### src/rtl/traffic_generator_axis.sv
// traffic_generator_axis
//   AXI4-Stream frame generator for link test traffic. Produces frames of a
//   programmable byte length separated by a programmable idle gap, either as a
//   counted burst or continuously until stopped.
//
//   Optional feature macro: TRAFFIC_GEN_PRBS_EN
//     defined   : payload mode 10 emits PRBS31 (x^31+x^28+1), reseeded per frame
//     undefined : no LFSR is built; mode 10 behaves as mode 00
//
// Ports
//   axis_aclk, axis_resetn   clock, asynchronous active-low reset
//   cfg_start / cfg_stop     run control pulses
//   cfg_frame_size           frame length in bytes (0 treated as 1)
//   cfg_ifg                  idle cycles between frames (0 treated as 1)
//   cfg_frame_count          frames per run, 0 = continuous
//   cfg_mode, cfg_pattern    payload selection (00/11 incrementing, 01 fixed, 10 PRBS31)
//   m_axis_*                 master stream (tdata, tkeep, tvalid, tready, tlast)
//   stat_busy                high while not IDLE
//   stat_done                one-cycle pulse when a run returns to IDLE
//   stat_frames_sent         frames completed since the last start
module traffic_generator_axis #(
   parameter int C_M_AXIS_DATA_WIDTH = 64,
   parameter int C_CNT_WIDTH         = 32
) (
   input  logic                             axis_aclk,
   input  logic                             axis_resetn,
   input  logic                             cfg_start,
   input  logic                             cfg_stop,
   input  logic [15:0]                      cfg_frame_size,
   input  logic [15:0]                      cfg_ifg,
   input  logic [C_CNT_WIDTH-1:0]           cfg_frame_count,
   input  logic [1:0]                       cfg_mode,
   input  logic [7:0]                       cfg_pattern,
   output logic [C_M_AXIS_DATA_WIDTH-1:0]   m_axis_tdata,
   output logic [C_M_AXIS_DATA_WIDTH/8-1:0] m_axis_tkeep,
   output logic                             m_axis_tvalid,
   input  logic                             m_axis_tready,
   output logic                             m_axis_tlast,
   output logic                             stat_busy,
   output logic                             stat_done,
   output logic [C_CNT_WIDTH-1:0]           stat_frames_sent
);

   localparam int W     = C_M_AXIS_DATA_WIDTH;
   localparam int BYTES = C_M_AXIS_DATA_WIDTH / 8;

   typedef enum logic [1:0] {ST_IDLE, ST_DATA, ST_GAP} state_t;

   state_t                 state_reg, state_next;
   logic [15:0]            size_reg;
   logic [15:0]            ifg_reg;
   logic [C_CNT_WIDTH-1:0] count_reg;
   logic [1:0]             mode_reg;
   logic [7:0]             pattern_reg;
   logic                   stop_pend_reg;
   logic [15:0]            gap_cnt_reg;
   logic [15:0]            offset_reg;
   logic [C_CNT_WIDTH-1:0] frames_reg;
   logic                   done_reg;
   logic [W-1:0]           tdata_reg;
   logic [BYTES-1:0]       tkeep_reg;
   logic                   tlast_reg;
   logic                   tvalid_reg;

   logic                   start_ok;
   logic                   handshake;
   logic                   last_hs;
   logic                   stop_eff;
   logic                   finish;
   logic [C_CNT_WIDTH-1:0] frames_inc;
   logic [15:0]            cfg_size_eff;
   logic [15:0]            cfg_ifg_eff;
   logic [1:0]             cfg_mode_norm;

   logic                   load_first;
   logic                   load_next;
   logic [15:0]            sel_size;
   logic [1:0]             sel_mode;
   logic [7:0]             sel_pattern;
   logic [15:0]            sel_offset;
   logic [W-1:0]           beat_data;
   logic [BYTES-1:0]       beat_keep;
   logic                   beat_last;

   // Collapse the mode encoding once at start so the datapath only ever sees
   // 00 (incrementing), 01 (fixed) and, when built in, 10 (PRBS).
   function automatic logic [1:0] norm_mode(input logic [1:0] m);
`ifdef TRAFFIC_GEN_PRBS_EN
      return (m == 2'b11) ? 2'b00 : m;
`else
      return (m == 2'b01) ? 2'b01 : 2'b00;
`endif
   endfunction

   assign cfg_size_eff  = (cfg_frame_size == 16'd0) ? 16'd1 : cfg_frame_size;
   assign cfg_ifg_eff   = (cfg_ifg == 16'd0) ? 16'd1 : cfg_ifg;
   assign cfg_mode_norm = norm_mode(cfg_mode);

   // A simultaneous stop suppresses the start.
   assign start_ok   = (state_reg == ST_IDLE) && cfg_start && !cfg_stop;
   assign handshake  = tvalid_reg && m_axis_tready;
   assign last_hs    = handshake && tlast_reg;
   assign stop_eff   = stop_pend_reg || cfg_stop;
   assign frames_inc = frames_reg + 1'b1;
   assign finish     = stop_eff || ((count_reg != '0) && (frames_inc == count_reg));

   // ---------------- FSM: state register ----------------
   always_ff @(posedge axis_aclk or negedge axis_resetn) begin
      if (!axis_resetn) begin
         state_reg <= ST_IDLE;
      end else begin
         state_reg <= state_next;
      end
   end

   // ---------------- FSM: next state ----------------
   always_comb begin
      state_next = state_reg;
      case (state_reg)
         ST_IDLE: if (start_ok) state_next = ST_DATA;
         ST_DATA: if (last_hs) state_next = finish ? ST_IDLE : ST_GAP;
         ST_GAP: begin
            if (stop_eff) state_next = ST_IDLE;
            else if (gap_cnt_reg == 16'd1) state_next = ST_DATA;
         end
         default: state_next = ST_IDLE;
      endcase
   end

   // ---------------- FSM: outputs / beat selection ----------------
   // Frame start uses the live config on a start, the latched config after a gap.
   always_comb begin
      load_first  = start_ok ||
                    ((state_reg == ST_GAP) && !stop_eff && (gap_cnt_reg == 16'd1));
      load_next   = (state_reg == ST_DATA) && handshake && !tlast_reg;
      sel_size    = start_ok ? cfg_size_eff  : size_reg;
      sel_mode    = start_ok ? cfg_mode_norm : mode_reg;
      sel_pattern = start_ok ? cfg_pattern   : pattern_reg;
      sel_offset  = load_first ? 16'd0 : (offset_reg + 16'(BYTES));
   end

   assign beat_last = (({1'b0, sel_size} - {1'b0, sel_offset}) <= 17'(BYTES));

`ifdef TRAFFIC_GEN_PRBS_EN
   localparam logic [30:0] PRBS_SEED = 31'h7FFF_FFFF;

   logic [30:0]  prbs_reg;
   logic [30:0]  prbs_adv;
   logic [W-1:0] prbs_bits;

   // Advance the LFSR W steps; the first generated bit lands in bit 0.
   always_comb begin
      logic [30:0] s;
      logic        nb;
      s         = load_first ? PRBS_SEED : prbs_reg;
      nb        = 1'b0;
      prbs_bits = '0;
      for (int b = 0; b < W; b++) begin
         nb           = s[30] ^ s[27];
         prbs_bits[b] = nb;
         s            = {s[29:0], nb};
      end
      prbs_adv = s;
   end

   always_ff @(posedge axis_aclk or negedge axis_resetn) begin
      if (!axis_resetn) begin
         prbs_reg <= '0;
      end else if (load_first || load_next) begin
         prbs_reg <= prbs_adv;
      end
   end
`endif

   // Per-lane payload: byte lanes beyond the frame end are zero and unkept.
   generate
      for (genvar gi = 0; gi < BYTES; gi++) begin : g_lane
         logic [16:0] idx;
         logic        in_frame;
         logic [7:0]  val;

         assign idx      = {1'b0, sel_offset} + 17'(gi);
         assign in_frame = (idx < {1'b0, sel_size});

         always_comb begin
            case (sel_mode)
               2'b01:   val = sel_pattern;
`ifdef TRAFFIC_GEN_PRBS_EN
               2'b10:   val = prbs_bits[gi*8 +: 8];
`endif
               default: val = idx[7:0] + 8'd1;
            endcase
         end

         assign beat_data[gi*8 +: 8] = in_frame ? val : 8'h00;
         assign beat_keep[gi]        = in_frame;
      end
   endgenerate

   // ---------------- datapath registers ----------------
   always_ff @(posedge axis_aclk or negedge axis_resetn) begin
      if (!axis_resetn) begin
         size_reg      <= '0;
         ifg_reg       <= '0;
         count_reg     <= '0;
         mode_reg      <= '0;
         pattern_reg   <= '0;
         stop_pend_reg <= 1'b0;
         gap_cnt_reg   <= '0;
         offset_reg    <= '0;
         frames_reg    <= '0;
         done_reg      <= 1'b0;
         tdata_reg     <= '0;
         tkeep_reg     <= '0;
         tlast_reg     <= 1'b0;
         tvalid_reg    <= 1'b0;
      end else begin
         done_reg <= (state_reg != ST_IDLE) && (state_next == ST_IDLE);

         if (start_ok) begin
            size_reg    <= cfg_size_eff;
            ifg_reg     <= cfg_ifg_eff;
            count_reg   <= cfg_frame_count;
            mode_reg    <= cfg_mode_norm;
            pattern_reg <= cfg_pattern;
            frames_reg  <= '0;
         end

         if (state_next == ST_IDLE) begin
            stop_pend_reg <= 1'b0;
         end else if (cfg_stop && (state_reg != ST_IDLE)) begin
            stop_pend_reg <= 1'b1;
         end

         if (load_first || load_next) begin
            tdata_reg  <= beat_data;
            tkeep_reg  <= beat_keep;
            tlast_reg  <= beat_last;
            tvalid_reg <= 1'b1;
            offset_reg <= sel_offset;
         end else if (last_hs) begin
            tdata_reg  <= '0;
            tkeep_reg  <= '0;
            tlast_reg  <= 1'b0;
            tvalid_reg <= 1'b0;
         end

         if (last_hs) begin
            frames_reg  <= frames_inc;
            gap_cnt_reg <= ifg_reg;
         end else if (state_reg == ST_GAP) begin
            gap_cnt_reg <= gap_cnt_reg - 16'd1;
         end
      end
   end

   assign m_axis_tdata     = tdata_reg;
   assign m_axis_tkeep     = tkeep_reg;
   assign m_axis_tvalid    = tvalid_reg;
   assign m_axis_tlast     = tlast_reg;
   assign stat_busy        = (state_reg != ST_IDLE);
   assign stat_done        = done_reg;
   assign stat_frames_sent = frames_reg;

endmodule

### config.mk
export PLATFORM = sky130hd
export DESIGN_NAME = traffic_generator_axis
export DESIGN_NICKNAME = d
export VERILOG_FILES = /design/src/rtl/traffic_generator_axis.sv
export SDC_FILE = /design/constraint.sdc
export NUM_CORES = 1
export LEC_CHECK = 0
export BUFFER_PORTS_ARGS = -buffer_cell sky130_fd_sc_hd__buf_2
export CAP_MARGIN = 20
export CORE_MARGIN = 8
export CORE_UTILIZATION = 30
export DETAILED_ROUTE_END_ITERATION = 8
export PLACE_DENSITY_LB_ADDON = 0.12
export SYNTH_ARGS = -nofsm -noshare
export SYNTH_HDL_FRONTEND = slang
export SYNTH_SLANG_ARGS = --single-unit
export TNS_END_PERCENT = 100
### constraint.sdc
create_clock -name axis_aclk -period 7.6 [get_ports axis_aclk]
set_input_delay 1.14 -clock axis_aclk [delete_from_list [all_inputs] [get_ports axis_aclk]]
set_output_delay 1.14 -clock axis_aclk [all_outputs]
set_load 0.01 [all_outputs]
==> flow_summary.json <==
{
  "die_h_um": 245.6,
  "via_per_inst": 5.188,
  "track_usage_pct": 18.51,
  "synth_top_area_cell": "dfrtp_1",
  "finClkSkew_ps": 19.12,
  "grt.overflow.total": 0,
  "hpwl_um": 43990,
  "finalMaxSlewViolations": 0,
  "cts_setup_buffers": 0,
  "synth-simple-area-share_pct": 23.18,
  "worstMarginPinSlew_ps": 994.6,
  "grt_use_met1_pct": 24.95,
  "antenna_found_initial": 2,
  "synth-compound-area-share_pct": 16.06,
  "syn_inst": 1962,
  "final_util_pct": 35.33,
  "ctsResizeCount": 0,
  "synthXorXnorAreaFrac_pct": 11.52,
  "fp.dieW_um": 245.6,
  "end_kind": "flop",
  "routedWlPerCell_um": 20.51,
  "period_needed_ps": 6030,
  "ys_types": 76,
  "rsz0062_at_grt": "no",
  "cts_tree": "yes",
  "synth-edff-count": 0,
  "area_delta_synth_final_pct": 16.96,
  "p_per_area_nw_per_um2": 315.9,
  "rr_startpoint": "gap_cnt_reg[6]$_DFFE_PN0P_",
  "min_period_over_period_pct": 79.35,
  "largest_register_ffs": 64,
  "grt_pass1_vias": 14630,
  "htreeDepth": 1,
  "fmax_mhz": 165.8,
  "arrival_ps": 6490,
  "multi_input_area_um2": 9817,
  "syn_area_per_cell_um2": 8.059,
  "synth.most_common_cell": "nand2_1",
  "insertion_delay_ps": 570,
  "drcViolationCount": 0,
  "final_antenna_net_count": 0,
  "netlist_top_cells_area": "dfrtp_1 34%, nand2_1 10%, ha_1 10%",
  "holdPathEnd": "pattern_reg[0]$_DFF_PN0_",
  "slew_headroom_pct": 33.63,
  "crit_fanout": 20,
  "io_buffer_count": 186,
  "finalHoldViolCount": 0,
  "numCtsBuffers": 27,
  "synth_ff_type": "dfrtp_1",
  "synthArstFlopShare_pct": 100.0,
  "num_rows": 84,
  "grtUsageMet2_pct": 31.49,
  "synth_fa_ha_area_share_pct": 10.41,
  "hold_buffers": 0,
  "setup_tns_ps": 0,
  "ys_warn_count": 0,
  "clk_path_buf_depth": 3,
  "critPathKind": "reg -> reg",
  "outcome": "finished clean",
  "whs_path_depth": 2,
  "r2r_slack_ps": 1570,
  "ioPinCount": 187,
  "num-nets-final": 2329,
  "critPathLaunchType": "flop",
  "drt_iter0_drc": 1206,
  "wl_um": 58020,
  "syn_nets": 2171,
  "yosysSeqAreaShare_pct": 34.19,
  "finalSetupViolations": 0,
  "muxShareOfSynthArea_pct": 0.8072,
  "cts_sinks": 216,
  "dr_total_vias": 14680,
  "synthTopCellsByCount": "442 x nand2_1, 216 x dfrtp_1, 204 x o21ai_0",
  "synth_top_area_share_pct": 34.19,
  "grt_max_degree": 84,
  "peakVddDrop_uv": 176.0,
  "root_buffer": "clkbuf_16",
  "seqCellArea_um2": 5405,
  "min_path_type": "reg -> reg",
  "die-area_um2": 60310,
  "busiest_layer": "met2",
  "cts.clk_slew.worst_paths_ps": 60,
  "timing.rr.end": "m_axis_tdata[47]$_DFFE_PN0P_",
  "drv.max_cap_violation_count": 0,
  "use_met3_pct": 2.281,
  "drtPass1Iterations": 5,
  "p_leak_nw": 8.362,
  "crit_required_ps": 8060,
  "grt_pass1_wl_um": 88870,
  "drive_above_1_share_pct": 13.27,
  "ys_seq_elements": 216,
  "synth_top_family_by_area": "simple AND/OR/NAND/NOR gates",
  "initial_core_util_pct": 30.21,
  "r2r_cells": 18,
  "place_congestion": 0.8861,
  "netlist_area_um2": 15810,
  "core_area_um2": 52340,
  "worstHoldStart": "pattern_reg[0]$_DFF_PN0_",
  "fillerInstances": 5625
}
-- cells by family after synthesis --
group,count (synthesis)
AOI/OAI and AO/OA,419
xor gates and xnor gates,208
adders and majority gates,131
buffers and inverters,158
DFF,216
muxes,12
and+or+nand+nor,818
-- area by class of cell --
class	instances	share of cell area, %
clock inverters	7	0.6969
clock buffers	42	4.445
repair buffers	217	6.455
diodes	1	0.01353
multi-input cells	1588	53.09
inverters	70	1.421
flip-flops and latches	216	29.23
well taps	688	4.655
-- stage by stage --
step / std cells / instance area [µm²] / hold slack (ps) / setup WS [ps] / power, mW
6_report: 2829 / 18490 / 466.8 / 1570 / 5.842
4_1_cts: 2827 / 18460 / 473.7 / 1600 / 5.898
5_1_grt: 2828 / 18490 / 495.3 / 1236 / 6.261
3_5_place_dp: 2778 / 17510 / 459.4 / 1563 / 4.477
2_1_floorplan: 1962 / 15810 / 440.1 / 1661 / 3.459
3_3_place_gp: 2777 / 17500 / 454.7 / 1601 / 4.472
-- cells in the final DEF (no fill, tap or decap), drive strengths merged, types with 42 or more instances in the layout --
cell    count
clkbuf     42
nand3      64
dfrtp     216
nor2      122
a21oi      75
inv        70
o21ai     207
xor2       44
buf       217
xnor2     164
nand2     442
ha        129
-- per-layer routing --
metal / share of wire (%) / routed length (µm)
met4: 1.6 / 910
met2: 48 / 27800
met5: 0.040 / 23
met3: 4.7 / 2746
met1: 46 / 26540
-- critical path: stages (launching register included) --
cell and delay, ps:
dfrtp_1 420, or4_1 660, or4_1 740, o21ai_4 540
nor2_1 320, ha_1 370, nand2_1 220, nand2_1 110
and3_1 190, o21ai_0 530, inv_1 100, ha_1 280
nand2_1 60, a21oi_1 50, o211ai_1 200, a21oi_1 90
o21ai_0 150, o2111ai_1 510, o21ai_0 360
-- worst max path at each step --
stage	start	endpoint	slack (ps)
5_1_grt	gap_cnt_reg[6]$_DFFE_PN0P_	m_axis_tdata[47]$_DFFE_PN0P_	1240
4_1_cts	gap_cnt_reg[6]$_DFFE_PN0P_	m_axis_tdata[47]$_DFFE_PN0P_	1600
3_5_place_dp	cfg_stop	m_axis_tdata[31]$_DFFE_PN0P_	1560
3_3_place_gp	cfg_stop	m_axis_tdata[40]$_DFFE_PN0P_	1600
6_report	gap_cnt_reg[6]$_DFFE_PN0P_	m_axis_tdata[47]$_DFFE_PN0P_	1570
2_1_floorplan	cfg_stop	m_axis_tdata[2]$_DFFE_PN0P_	1660
-- where the power goes --
| group | leakage, nW | internal, mW | switching [mW] |
|---|---|---|---|
| Clock | 0.469 | 0.845 | 0.534 |
| Sequential | 2.70 | 1.43 | 0.223 |
| Combinational | 5.19 | 1.06 | 1.75 |
Power figures use the tool's default switching activity.
